$ cat config.mk
export PLATFORM = sky130hd
export DESIGN_NAME = mem_axi_master_flat
export DESIGN_NICKNAME = d
export VERILOG_FILES = /design/src/rtl/mem_axi_master_pkg.sv /design/src/rtl/mem_axi_master_if.sv /design/src/rtl/mem_axi_master.sv /design/src/flat_wrapper.sv
export SDC_FILE = /design/constraint.sdc
export NUM_CORES = 1
export LEC_CHECK = 0
export CAP_MARGIN = 20
export CELL_PAD_IN_SITES_DETAIL_PLACEMENT = 1
export CELL_PAD_IN_SITES_GLOBAL_PLACEMENT = 2
export CORE_UTILIZATION = 31
export CTS_CLUSTER_SIZE = 25
export DETAILED_ROUTE_END_ITERATION = 8
export DONT_BUFFER_PORTS = 1
export HOLD_SLACK_MARGIN = 0.1
export PLACE_DENSITY = 0.75
export SLEW_MARGIN = 30
export SYNTH_ARGS = -nofsm -noshare
export SYNTH_HDL_FRONTEND = slang
export SYNTH_SLANG_ARGS = --single-unit
export TNS_END_PERCENT = 1
$ cat constraint.sdc
create_clock -name clk -period 1.8 [get_ports clk]
set_input_delay 0.36 -clock clk [delete_from_list [all_inputs] [get_ports clk]]
set_output_delay 0.36 -clock clk [all_outputs]
set_load 0.05 [all_outputs]
$ cat src/rtl/mem_axi_master_pkg.sv
// Shared types and constants for the mem_axi_master block.
//   state_e          : controller states
//   Resp*            : AXI response codes
//   DefaultToCycles  : default watchdog limit
//   access_ok()      : alignment rule used when MEM_AXI_ALIGN_CHECK_EN is defined
//   resp_is_err()    : maps an AXI response code to the core error flag
package mem_axi_master_pkg;

    typedef enum logic [2:0] {
        StIdle,
        StRaddr,
        StRdata,
        StWaddr,
        StWresp,
        StResp
    } state_e;

    localparam logic [1:0] RespOkay   = 2'b00;
    localparam logic [1:0] RespSlverr = 2'b10;
    localparam logic [1:0] RespDecerr = 2'b11;

    localparam int unsigned DefaultToCycles = 1023;

    // Loads must be word aligned; stores must use a byte-lane pattern that is
    // naturally aligned to the byte address.
    function automatic logic access_ok(logic we, logic [1:0] a, logic [3:0] strb);
        if (!we) begin
            return a == 2'b00;
        end
        case (strb)
            4'b1111: return a == 2'b00;
            4'b0011: return a == 2'b00;
            4'b1100: return a == 2'b10;
            4'b0001: return a == 2'b00;
            4'b0010: return a == 2'b01;
            4'b0100: return a == 2'b10;
            4'b1000: return a == 2'b11;
            default: return 1'b0;
        endcase
    endfunction

    function automatic logic resp_is_err(logic [1:0] resp);
        return (resp == RespSlverr) || (resp == RespDecerr);
    endfunction

endpackage

$ cat src/rtl/mem_axi_master_if.sv
// AXI-lite style single-beat master bus used by mem_axi_master.
//   modport master : drives AR/AW/W valids, addresses, data and R/B readies
//   modport slave  : the opposite directions
interface mem_axi_master_if;

    logic [31:0] m_axi_araddr;
    logic        m_axi_arvalid;
    logic        m_axi_arready;
    logic [31:0] m_axi_rdata;
    logic [1:0]  m_axi_rresp;
    logic        m_axi_rvalid;
    logic        m_axi_rready;
    logic [31:0] m_axi_awaddr;
    logic        m_axi_awvalid;
    logic        m_axi_awready;
    logic [31:0] m_axi_wdata;
    logic [3:0]  m_axi_wstrb;
    logic        m_axi_wvalid;
    logic        m_axi_wready;
    logic [1:0]  m_axi_bresp;
    logic        m_axi_bvalid;
    logic        m_axi_bready;

    modport master (
        output m_axi_araddr, m_axi_arvalid, m_axi_rready,
        output m_axi_awaddr, m_axi_awvalid, m_axi_wdata, m_axi_wstrb, m_axi_wvalid,
        output m_axi_bready,
        input  m_axi_arready, m_axi_rdata, m_axi_rresp, m_axi_rvalid,
        input  m_axi_awready, m_axi_wready, m_axi_bresp, m_axi_bvalid
    );

    modport slave (
        input  m_axi_araddr, m_axi_arvalid, m_axi_rready,
        input  m_axi_awaddr, m_axi_awvalid, m_axi_wdata, m_axi_wstrb, m_axi_wvalid,
        input  m_axi_bready,
        output m_axi_arready, m_axi_rdata, m_axi_rresp, m_axi_rvalid,
        output m_axi_awready, m_axi_wready, m_axi_bresp, m_axi_bvalid
    );

endinterface

$ cat src/rtl/mem_axi_master.sv
// Bridges a simple core load/store request port onto a single-beat AXI master.
// One transaction outstanding; a sticky watchdog flags any AXI wait that lasts
// TO_CYCLES cycles without aborting the transfer.
//   clk, rst                 : clock, synchronous active-high reset
//   req_valid/req_ready      : request handshake (ready only while idle)
//   req_we/addr/wdata/strb   : request payload, latched on acceptance
//   resp_valid/rdata/err     : one-cycle response pulse
//   timeout                  : sticky watchdog flag
//   m_axi                    : AXI master modport
// Optional feature: define MEM_AXI_ALIGN_CHECK_EN to reject misaligned accesses
// locally with resp_err=1 and no AXI traffic.
module mem_axi_master
    import mem_axi_master_pkg::*;
#(
    parameter int unsigned TO_CYCLES = DefaultToCycles
) (
    input  logic                    clk,
    input  logic                    rst,
    input  logic                    req_valid,
    output logic                    req_ready,
    input  logic                    req_we,
    input  logic [31:0]             req_addr,
    input  logic [31:0]             req_wdata,
    input  logic [3:0]              req_strb,
    output logic                    resp_valid,
    output logic [31:0]             resp_rdata,
    output logic                    resp_err,
    output logic                    timeout,
    mem_axi_master_if.master        m_axi
);

    localparam logic [31:0] ToLast = 32'(TO_CYCLES) - 32'd1;

    state_e      state_q;
    logic        req_ready_q, resp_valid_q, resp_err_q, timeout_q;
    logic [31:0] resp_rdata_q, addr_q, wdata_q, cnt_q;
    logic [3:0]  strb_q;
    logic        arvalid_q, rready_q, awvalid_q, wvalid_q, bready_q;
    logic        aw_done, w_done;

    // A write channel counts as done once its valid has dropped or it handshakes now.
    assign aw_done = !awvalid_q || m_axi.m_axi_awready;
    assign w_done  = !wvalid_q  || m_axi.m_axi_wready;

    always_ff @(posedge clk) begin
        if (rst) begin
            state_q      <= StIdle;
            req_ready_q  <= 1'b0;
            resp_valid_q <= 1'b0;
            resp_err_q   <= 1'b0;
            resp_rdata_q <= '0;
            timeout_q    <= 1'b0;
            arvalid_q    <= 1'b0;
            rready_q     <= 1'b0;
            awvalid_q    <= 1'b0;
            wvalid_q     <= 1'b0;
            bready_q     <= 1'b0;
            addr_q       <= '0;
            wdata_q      <= '0;
            strb_q       <= '0;
            cnt_q        <= '0;
        end else begin
            // Saturating wait counter; every state change below overrides it to zero.
            if (cnt_q != 32'(TO_CYCLES)) begin
                cnt_q <= cnt_q + 32'd1;
            end
            case (state_q)
                StIdle: begin
                    if (req_valid && req_ready_q) begin
                        req_ready_q <= 1'b0;
                        addr_q      <= req_addr;
                        wdata_q     <= req_wdata;
                        strb_q      <= req_strb;
                        cnt_q       <= '0;
`ifdef MEM_AXI_ALIGN_CHECK_EN
                        if (!access_ok(req_we, req_addr[1:0], req_strb)) begin
                            // resp_valid rises on the following cycle in StResp.
                            resp_err_q   <= 1'b1;
                            resp_rdata_q <= '0;
                            state_q      <= StResp;
                        end else
`endif
                        if (req_we) begin
                            awvalid_q <= 1'b1;
                            wvalid_q  <= 1'b1;
                            state_q   <= StWaddr;
                        end else begin
                            arvalid_q <= 1'b1;
                            state_q   <= StRaddr;
                        end
                    end else begin
                        req_ready_q <= 1'b1;
                    end
                end
                StRaddr: begin
                    if (m_axi.m_axi_arready) begin
                        arvalid_q <= 1'b0;
                        rready_q  <= 1'b1;
                        state_q   <= StRdata;
                        cnt_q     <= '0;
                    end else if (cnt_q == ToLast) begin
                        timeout_q <= 1'b1;
                    end
                end
                StRdata: begin
                    if (m_axi.m_axi_rvalid) begin
                        rready_q     <= 1'b0;
                        resp_rdata_q <= m_axi.m_axi_rdata;
                        resp_err_q   <= resp_is_err(m_axi.m_axi_rresp);
                        resp_valid_q <= 1'b1;
                        state_q      <= StResp;
                        cnt_q        <= '0;
                    end else if (cnt_q == ToLast) begin
                        timeout_q <= 1'b1;
                    end
                end
                StWaddr: begin
                    if (m_axi.m_axi_awready) begin
                        awvalid_q <= 1'b0;
                    end
                    if (m_axi.m_axi_wready) begin
                        wvalid_q <= 1'b0;
                    end
                    if (aw_done && w_done) begin
                        bready_q <= 1'b1;
                        state_q  <= StWresp;
                        cnt_q    <= '0;
                    end else if (cnt_q == ToLast) begin
                        timeout_q <= 1'b1;
                    end
                end
                StWresp: begin
                    if (m_axi.m_axi_bvalid) begin
                        bready_q     <= 1'b0;
                        resp_rdata_q <= '0;
                        resp_err_q   <= resp_is_err(m_axi.m_axi_bresp);
                        resp_valid_q <= 1'b1;
                        state_q      <= StResp;
                        cnt_q        <= '0;
                    end else if (cnt_q == ToLast) begin
                        timeout_q <= 1'b1;
                    end
                end
                StResp: begin
                    // Entered with resp_valid low only from the local alignment reject.
                    if (resp_valid_q) begin
                        resp_valid_q <= 1'b0;
                        req_ready_q  <= 1'b1;
                        state_q      <= StIdle;
                        cnt_q        <= '0;
                    end else begin
                        resp_valid_q <= 1'b1;
                    end
                end
                default: begin
                    state_q <= StIdle;
                    cnt_q   <= '0;
                end
            endcase
        end
    end

    assign req_ready           = req_ready_q;
    assign resp_valid          = resp_valid_q;
    assign resp_rdata          = resp_rdata_q;
    assign resp_err            = resp_err_q;
    assign timeout             = timeout_q;
    assign m_axi.m_axi_araddr  = addr_q;
    assign m_axi.m_axi_arvalid = arvalid_q;
    assign m_axi.m_axi_rready  = rready_q;
    assign m_axi.m_axi_awaddr  = addr_q;
    assign m_axi.m_axi_awvalid = awvalid_q;
    assign m_axi.m_axi_wdata   = wdata_q;
    assign m_axi.m_axi_wstrb   = strb_q;
    assign m_axi.m_axi_wvalid  = wvalid_q;
    assign m_axi.m_axi_bready  = bready_q;

endmodule

$ cat src/flat_wrapper.sv
// flat-port wrapper written by rule: the top's interface ports become plain ports
module mem_axi_master_flat import mem_axi_master_pkg::*;
#(
    parameter int unsigned TO_CYCLES = DefaultToCycles
)
  (clk, rst, req_valid, req_ready, req_we, req_addr, req_wdata, req_strb, resp_valid, resp_rdata, resp_err, timeout, m_axi_m_axi_araddr, m_axi_m_axi_arvalid, m_axi_m_axi_rready, m_axi_m_axi_awaddr, m_axi_m_axi_awvalid, m_axi_m_axi_wdata, m_axi_m_axi_wstrb, m_axi_m_axi_wvalid, m_axi_m_axi_bready, m_axi_m_axi_arready, m_axi_m_axi_rdata, m_axi_m_axi_rresp, m_axi_m_axi_rvalid, m_axi_m_axi_awready, m_axi_m_axi_wready, m_axi_m_axi_bresp, m_axi_m_axi_bvalid);
  mem_axi_master_if m_axi_i ();
  input  logic clk;
  input  logic rst;
  input  logic req_valid;
  output logic req_ready;
  input  logic req_we;
  input  logic [31:0] req_addr;
  input  logic [31:0] req_wdata;
  input  logic [3:0] req_strb;
  output logic resp_valid;
  output logic [31:0] resp_rdata;
  output logic resp_err;
  output logic timeout;
  output wire logic [$bits(m_axi_i.m_axi_araddr)-1:0] m_axi_m_axi_araddr;
  output wire logic [$bits(m_axi_i.m_axi_arvalid)-1:0] m_axi_m_axi_arvalid;
  output wire logic [$bits(m_axi_i.m_axi_rready)-1:0] m_axi_m_axi_rready;
  output wire logic [$bits(m_axi_i.m_axi_awaddr)-1:0] m_axi_m_axi_awaddr;
  output wire logic [$bits(m_axi_i.m_axi_awvalid)-1:0] m_axi_m_axi_awvalid;
  output wire logic [$bits(m_axi_i.m_axi_wdata)-1:0] m_axi_m_axi_wdata;
  output wire logic [$bits(m_axi_i.m_axi_wstrb)-1:0] m_axi_m_axi_wstrb;
  output wire logic [$bits(m_axi_i.m_axi_wvalid)-1:0] m_axi_m_axi_wvalid;
  output wire logic [$bits(m_axi_i.m_axi_bready)-1:0] m_axi_m_axi_bready;
  input wire logic [$bits(m_axi_i.m_axi_arready)-1:0] m_axi_m_axi_arready;
  input wire logic [$bits(m_axi_i.m_axi_rdata)-1:0] m_axi_m_axi_rdata;
  input wire logic [$bits(m_axi_i.m_axi_rresp)-1:0] m_axi_m_axi_rresp;
  input wire logic [$bits(m_axi_i.m_axi_rvalid)-1:0] m_axi_m_axi_rvalid;
  input wire logic [$bits(m_axi_i.m_axi_awready)-1:0] m_axi_m_axi_awready;
  input wire logic [$bits(m_axi_i.m_axi_wready)-1:0] m_axi_m_axi_wready;
  input wire logic [$bits(m_axi_i.m_axi_bresp)-1:0] m_axi_m_axi_bresp;
  input wire logic [$bits(m_axi_i.m_axi_bvalid)-1:0] m_axi_m_axi_bvalid;
  assign m_axi_m_axi_araddr = m_axi_i.m_axi_araddr;
  assign m_axi_m_axi_arvalid = m_axi_i.m_axi_arvalid;
  assign m_axi_m_axi_rready = m_axi_i.m_axi_rready;
  assign m_axi_m_axi_awaddr = m_axi_i.m_axi_awaddr;
  assign m_axi_m_axi_awvalid = m_axi_i.m_axi_awvalid;
  assign m_axi_m_axi_wdata = m_axi_i.m_axi_wdata;
  assign m_axi_m_axi_wstrb = m_axi_i.m_axi_wstrb;
  assign m_axi_m_axi_wvalid = m_axi_i.m_axi_wvalid;
  assign m_axi_m_axi_bready = m_axi_i.m_axi_bready;
  assign m_axi_i.m_axi_arready = m_axi_m_axi_arready;
  assign m_axi_i.m_axi_rdata = m_axi_m_axi_rdata;
  assign m_axi_i.m_axi_rresp = m_axi_m_axi_rresp;
  assign m_axi_i.m_axi_rvalid = m_axi_m_axi_rvalid;
  assign m_axi_i.m_axi_awready = m_axi_m_axi_awready;
  assign m_axi_i.m_axi_wready = m_axi_m_axi_wready;
  assign m_axi_i.m_axi_bresp = m_axi_m_axi_bresp;
  assign m_axi_i.m_axi_bvalid = m_axi_m_axi_bvalid;
  mem_axi_master #(.TO_CYCLES(TO_CYCLES)) u_core (.clk(clk), .rst(rst), .req_valid(req_valid), .req_ready(req_ready), .req_we(req_we), .req_addr(req_addr), .req_wdata(req_wdata), .req_strb(req_strb), .resp_valid(resp_valid), .resp_rdata(resp_rdata), .resp_err(resp_err), .timeout(timeout), .m_axi(m_axi_i));
endmodule
==> impl_metrics.json <==
{
  "tritoncts_clock_tree": "built",
  "net-switching-power_mw": 5.104,
  "worst_case_vdd_ir_drop_v": 0.0006654,
  "post-route-min-period_ns": 1.675,
  "post-synth-top-area-cell": "sky130_fd_sc_hd__dfxtp_1",
  "layout-area-overhead-vs-synth_pct": 17.17,
  "cap_violations": 0,
  "synth_enable_flop_cells": 0,
  "worst_slew_pin_slew_ns": 0.5845,
  "seq_area_frac_synth_pct": 48.60,
  "synthesized_area_per_cell_um2": 8.320,
  "cts-htree-levels": 4,
  "cts-hold-fix-buffers": 1,
  "fmax_mhz": 596.9,
  "sequential_cell_area_mm2": 0.002885,
  "finalWeightedCongestion": 0.7795,
  "synthesis.yosys.warnings": 0,
  "internal-power_mw": 6.510,
  "clk_pin_slew_ns": 0.07,
  "synth_fp_nets": 828,
  "final_worst_slack_ns": 0.1246,
  "power.leakage_nw": 2.434,
  "globalRouteOverflowTotal": 0,
  "criticalPathCategory": "reg2reg",
  "clock_insertion_delay_worst_skew_ns": 0.42,
  "viasPerCell": 5.127,
  "yosys_register_bits": 144,
  "max-clock-path-buffers": 2,
  "setup_viol": 0,
  "numClockSinks": 144,
  "syn_inst": 713,
  "detail_route.first_pass.iterations": 4,
  "power.density_cell_area_mw_per_mm2": 1671,
  "post_synth_main_area_contributors": "sky130_fd_sc_hd__dfxtp_1 (49%), sky130_fd_sc_hd__nand2_1 (9.7%), sky130_fd_sc_hd__a21oi_1 (7.2%)",
  "fillerInstances": 2165,
  "io_buffer_count": 0,
  "fp-row-count": 50,
  "crit_slowest_cell": "sky130_fd_sc_hd__dfxtp_1",
  "syn-cell-area_mm2": 0.005932,
  "worst_setup_start_kind": "register",
  "core_box_area_mm2": 0.01871,
  "critical-path-top-delay-family": "simple AND/OR/NAND/NOR gates",
  "crit_arrival_ns": 1.99,
  "crit_path_cell_trace": "nor4_2, nand4_1, nor3_2, buf_4, mux2i_1, nor2_1",
  "synth-main-ff-cell": "sky130_fd_sc_hd__dfxtp_1",
  "grt_pass1_wl_mm": 25.15,
  "timing.clock.skew_ns": 0.01288,
  "clockPowerShare_pct": 29.5,
  "cts_inserted_buffers": 17,
  "slew_headroom_pct": 60.98,
  "io-pin-count": 254,
  "cts_root_buf": "sky130_fd_sc_hd__clkbuf_16",
  "power.sequential.fraction_pct": 41.6,
  "detail_route.iter0.violations": 198,
  "ant_nets": 0,
  "slew_violations": 0,
  "synth_top_area_share_pct": 48.60,
  "post_route_wl_mm": 15.83,
  "post_synth_num_cell_types": 53,
  "multi_input_comb_area_mm2": 0.002624,
  "via_count": 4937,
  "critical_path_cell_count": 6,
  "insertedDiodeCount": 0,
  "ff2ff_path_depth": 6,
  "critical_path_required_ns": 2.11,
  "start_util_pct": 31.71,
  "routed_wire_length_per_instance_um": 16.44,
  "detailedPlacementHpwl_mm": 11.04,
  "pwr-share-comb_pct": 28.9,
  "crit_path_end_kind": "register",
  "floorplan.die_area_mm2": 0.01969,
  "hold_viol": 0,
  "post-route-drc-count": 0,
  "hold_crit_depth": 1,
  "die_y_um": 140.3,
  "placement.setup.worst_slack_ns": 0.03182,
  "asyncSetResetFlopFracSynth_pct": 0,
  "final_min_period_over_clock_period_pct": 93.08,
  "run_status": "finished, final reports clean",
  "grt_max_degree": 114,
  "slowest_delay_ns": 0.37,
  "final_net_count": 831,
  "setup_total_negative_slack_ns": 0,
  "crit_fanout": 13,
  "drive_above_1_share_pct": 16.74,
  "sw_frac_of_total_pct": 43.95,
  "rsz0062_at_grt": "yes",
  "worst_hold_path_class": "in2reg",
  "timing.critical_path.buf_inv": 1,
  "via_count_of_the_first_global_routing_pass": 5019,
  "die_width_um": 140.3,
  "grt_use_total_pct": 16.11,
  "number_of_antenna_violations_at_the_first_check_in_global_routing": 0
}
## cells in the final DEF, fill, tap and decap left out, types with 5 or more instances in the layout
cell / count
sky130_fd_sc_hd__a21oi_1: 85
sky130_fd_sc_hd__a22oi_1: 32
sky130_fd_sc_hd__and4_1: 6
sky130_fd_sc_hd__buf_4: 61
sky130_fd_sc_hd__clkbuf_16: 17
sky130_fd_sc_hd__dfxtp_1: 142
sky130_fd_sc_hd__inv_1: 10
sky130_fd_sc_hd__nand2_1: 154
sky130_fd_sc_hd__nand3_1: 14
sky130_fd_sc_hd__nand4_1: 8
sky130_fd_sc_hd__nor2_1: 68
sky130_fd_sc_hd__nor3_1: 16
sky130_fd_sc_hd__nor4_2: 7
sky130_fd_sc_hd__o21ai_0: 9
sky130_fd_sc_hd__or3_1: 5
sky130_fd_sc_hd__xnor2_1: 22
## cells in the mapped netlist (2+ instances only)
master / n
sky130_fd_sc_hd__nand2_1: 154
sky130_fd_sc_hd__dfxtp_1: 144
sky130_fd_sc_hd__a21oi_1: 85
sky130_fd_sc_hd__nor2_1: 69
sky130_fd_sc_hd__buf_4: 34
sky130_fd_sc_hd__a22oi_1: 32
sky130_fd_sc_hd__clkbuf_1: 30
sky130_fd_sc_hd__xnor2_1: 22
sky130_fd_sc_hd__nor3_1: 16
sky130_fd_sc_hd__nand3_1: 14
sky130_fd_sc_hd__buf_2: 13
sky130_fd_sc_hd__inv_1: 10
sky130_fd_sc_hd__o21ai_0: 9
sky130_fd_sc_hd__nand4_1: 8
sky130_fd_sc_hd__and4_1: 7
sky130_fd_sc_hd__nor4_1: 7
sky130_fd_sc_hd__or3_1: 5
sky130_fd_sc_hd__nand2b_1: 4
sky130_fd_sc_hd__nand3b_1: 4
sky130_fd_sc_hd__nor4_2: 4
sky130_fd_sc_hd__a311oi_1: 3
sky130_fd_sc_hd__a31oi_1: 3
sky130_fd_sc_hd__a211oi_1: 2
sky130_fd_sc_hd__a21o_1: 2
sky130_fd_sc_hd__clkbuf_2: 2
sky130_fd_sc_hd__ha_1: 2
sky130_fd_sc_hd__nor3_2: 2
## layout make-up
| cell class | instances | area share (%) |
|---|---|---|
| clock inverters | 14 | 2.070 |
| multi-input cells | 478 | 37.75 |
| well taps | 234 | 4.212 |
| flip-flops and latches | 144 | 41.51 |
| inverters | 10 | 0.5401 |
| repair buffers | 65 | 7.597 |
| clock buffers | 18 | 6.319 |
## cells by family (layout without fill, tap and decap cells)
| kind of cell | Yosys count | count (layout) | share of synthesized area [%] |
|---|---|---|---|
| compound gates | 144 | 144 | 14.83 |
| mux | 1 | 1 | 0.1687 |
| buf+inv | 91 | 107 | 8.353 |
| xor+xnor | 23 | 23 | 3.396 |
| fa+ha+maj | 2 | 2 | 0.4218 |
| flops | 144 | 144 | 48.60 |
| simple gates | 308 | 308 | 24.24 |
## timing repair
item	CTS	global route
resized for setup	0	11
setup buffers	0	1
hold endpoints to repair	111	110
endpoints found under the setup margin	0	45
## power groups by stage
stage / Clock (mW) / Sequential, mW / Combinational, mW
2_1_floorplan: 0 / 5.36 / 2.12
3_3_place_gp: 0 / 4.87 / 3.25
3_5_place_dp: 0 / 4.89 / 3.39
4_1_cts: 3.54 / 4.83 / 3.41
5_1_grt: 3.69 / 4.87 / 3.66
6_report: 3.43 / 4.83 / 3.36
## state kept, by name, summed over array words and instances, names as in the netlist, 3 cells and up
| signal | flops |
|---|---|
| u_core.resp_rdata | 32 |
| u_core.m_axi.m_axi_wdata | 32 |
| u_core.cnt_q | 32 |
| u_core.state_q | 3 |
| u_core.m_axi.m_axi_araddr | 32 |
| u_core.m_axi.m_axi_wstrb | 4 |
## per-layer routing
metal | track usage, % | share of wire (%) | up-vias | wire, um
met5 | 0 | 0 | - | 0
li1 | - | - | 2390 | -
met2 | 28.92 | 51 | 182 | 8028
met4 | 5.957 | 1.6 | 0 | 248
met1 | 17.67 | 41 | 2344 | 6449
met3 | 5.162 | 7.0 | 21 | 1104
## through the flow
stage	hold slack [ns]	cell area (um^2)	std cells	utilization [%]	total power [mW]
global route	-0.01944	6950	963	37.16	12.22
finish	0.008869	6950	963	37.16	11.61
detailed placement	0.4380	6301	929	33.69	8.286
global placement	0.4362	6301	929	33.69	8.126
floorplan	0.4540	5932	713	-	7.483
CTS	-0.01200	6894	962	36.86	11.77
## final timing paths
path / start / endpoint / slack (ns)
setup reg to reg: u_core.cnt_q[17] / u_core.cnt_q[1] / 0.12
hold reg to reg: u_core.m_axi.m_axi_araddr[29] / u_core.m_axi.m_axi_araddr[29] / 0.46
setup / recovery: u_core.cnt_q[17] / u_core.cnt_q[1] / 0.12
hold / removal: rst / u_core.m_axi.m_axi_wdata[15] / 0.009
No activity file was read; power rests on OpenSTA's default activity.
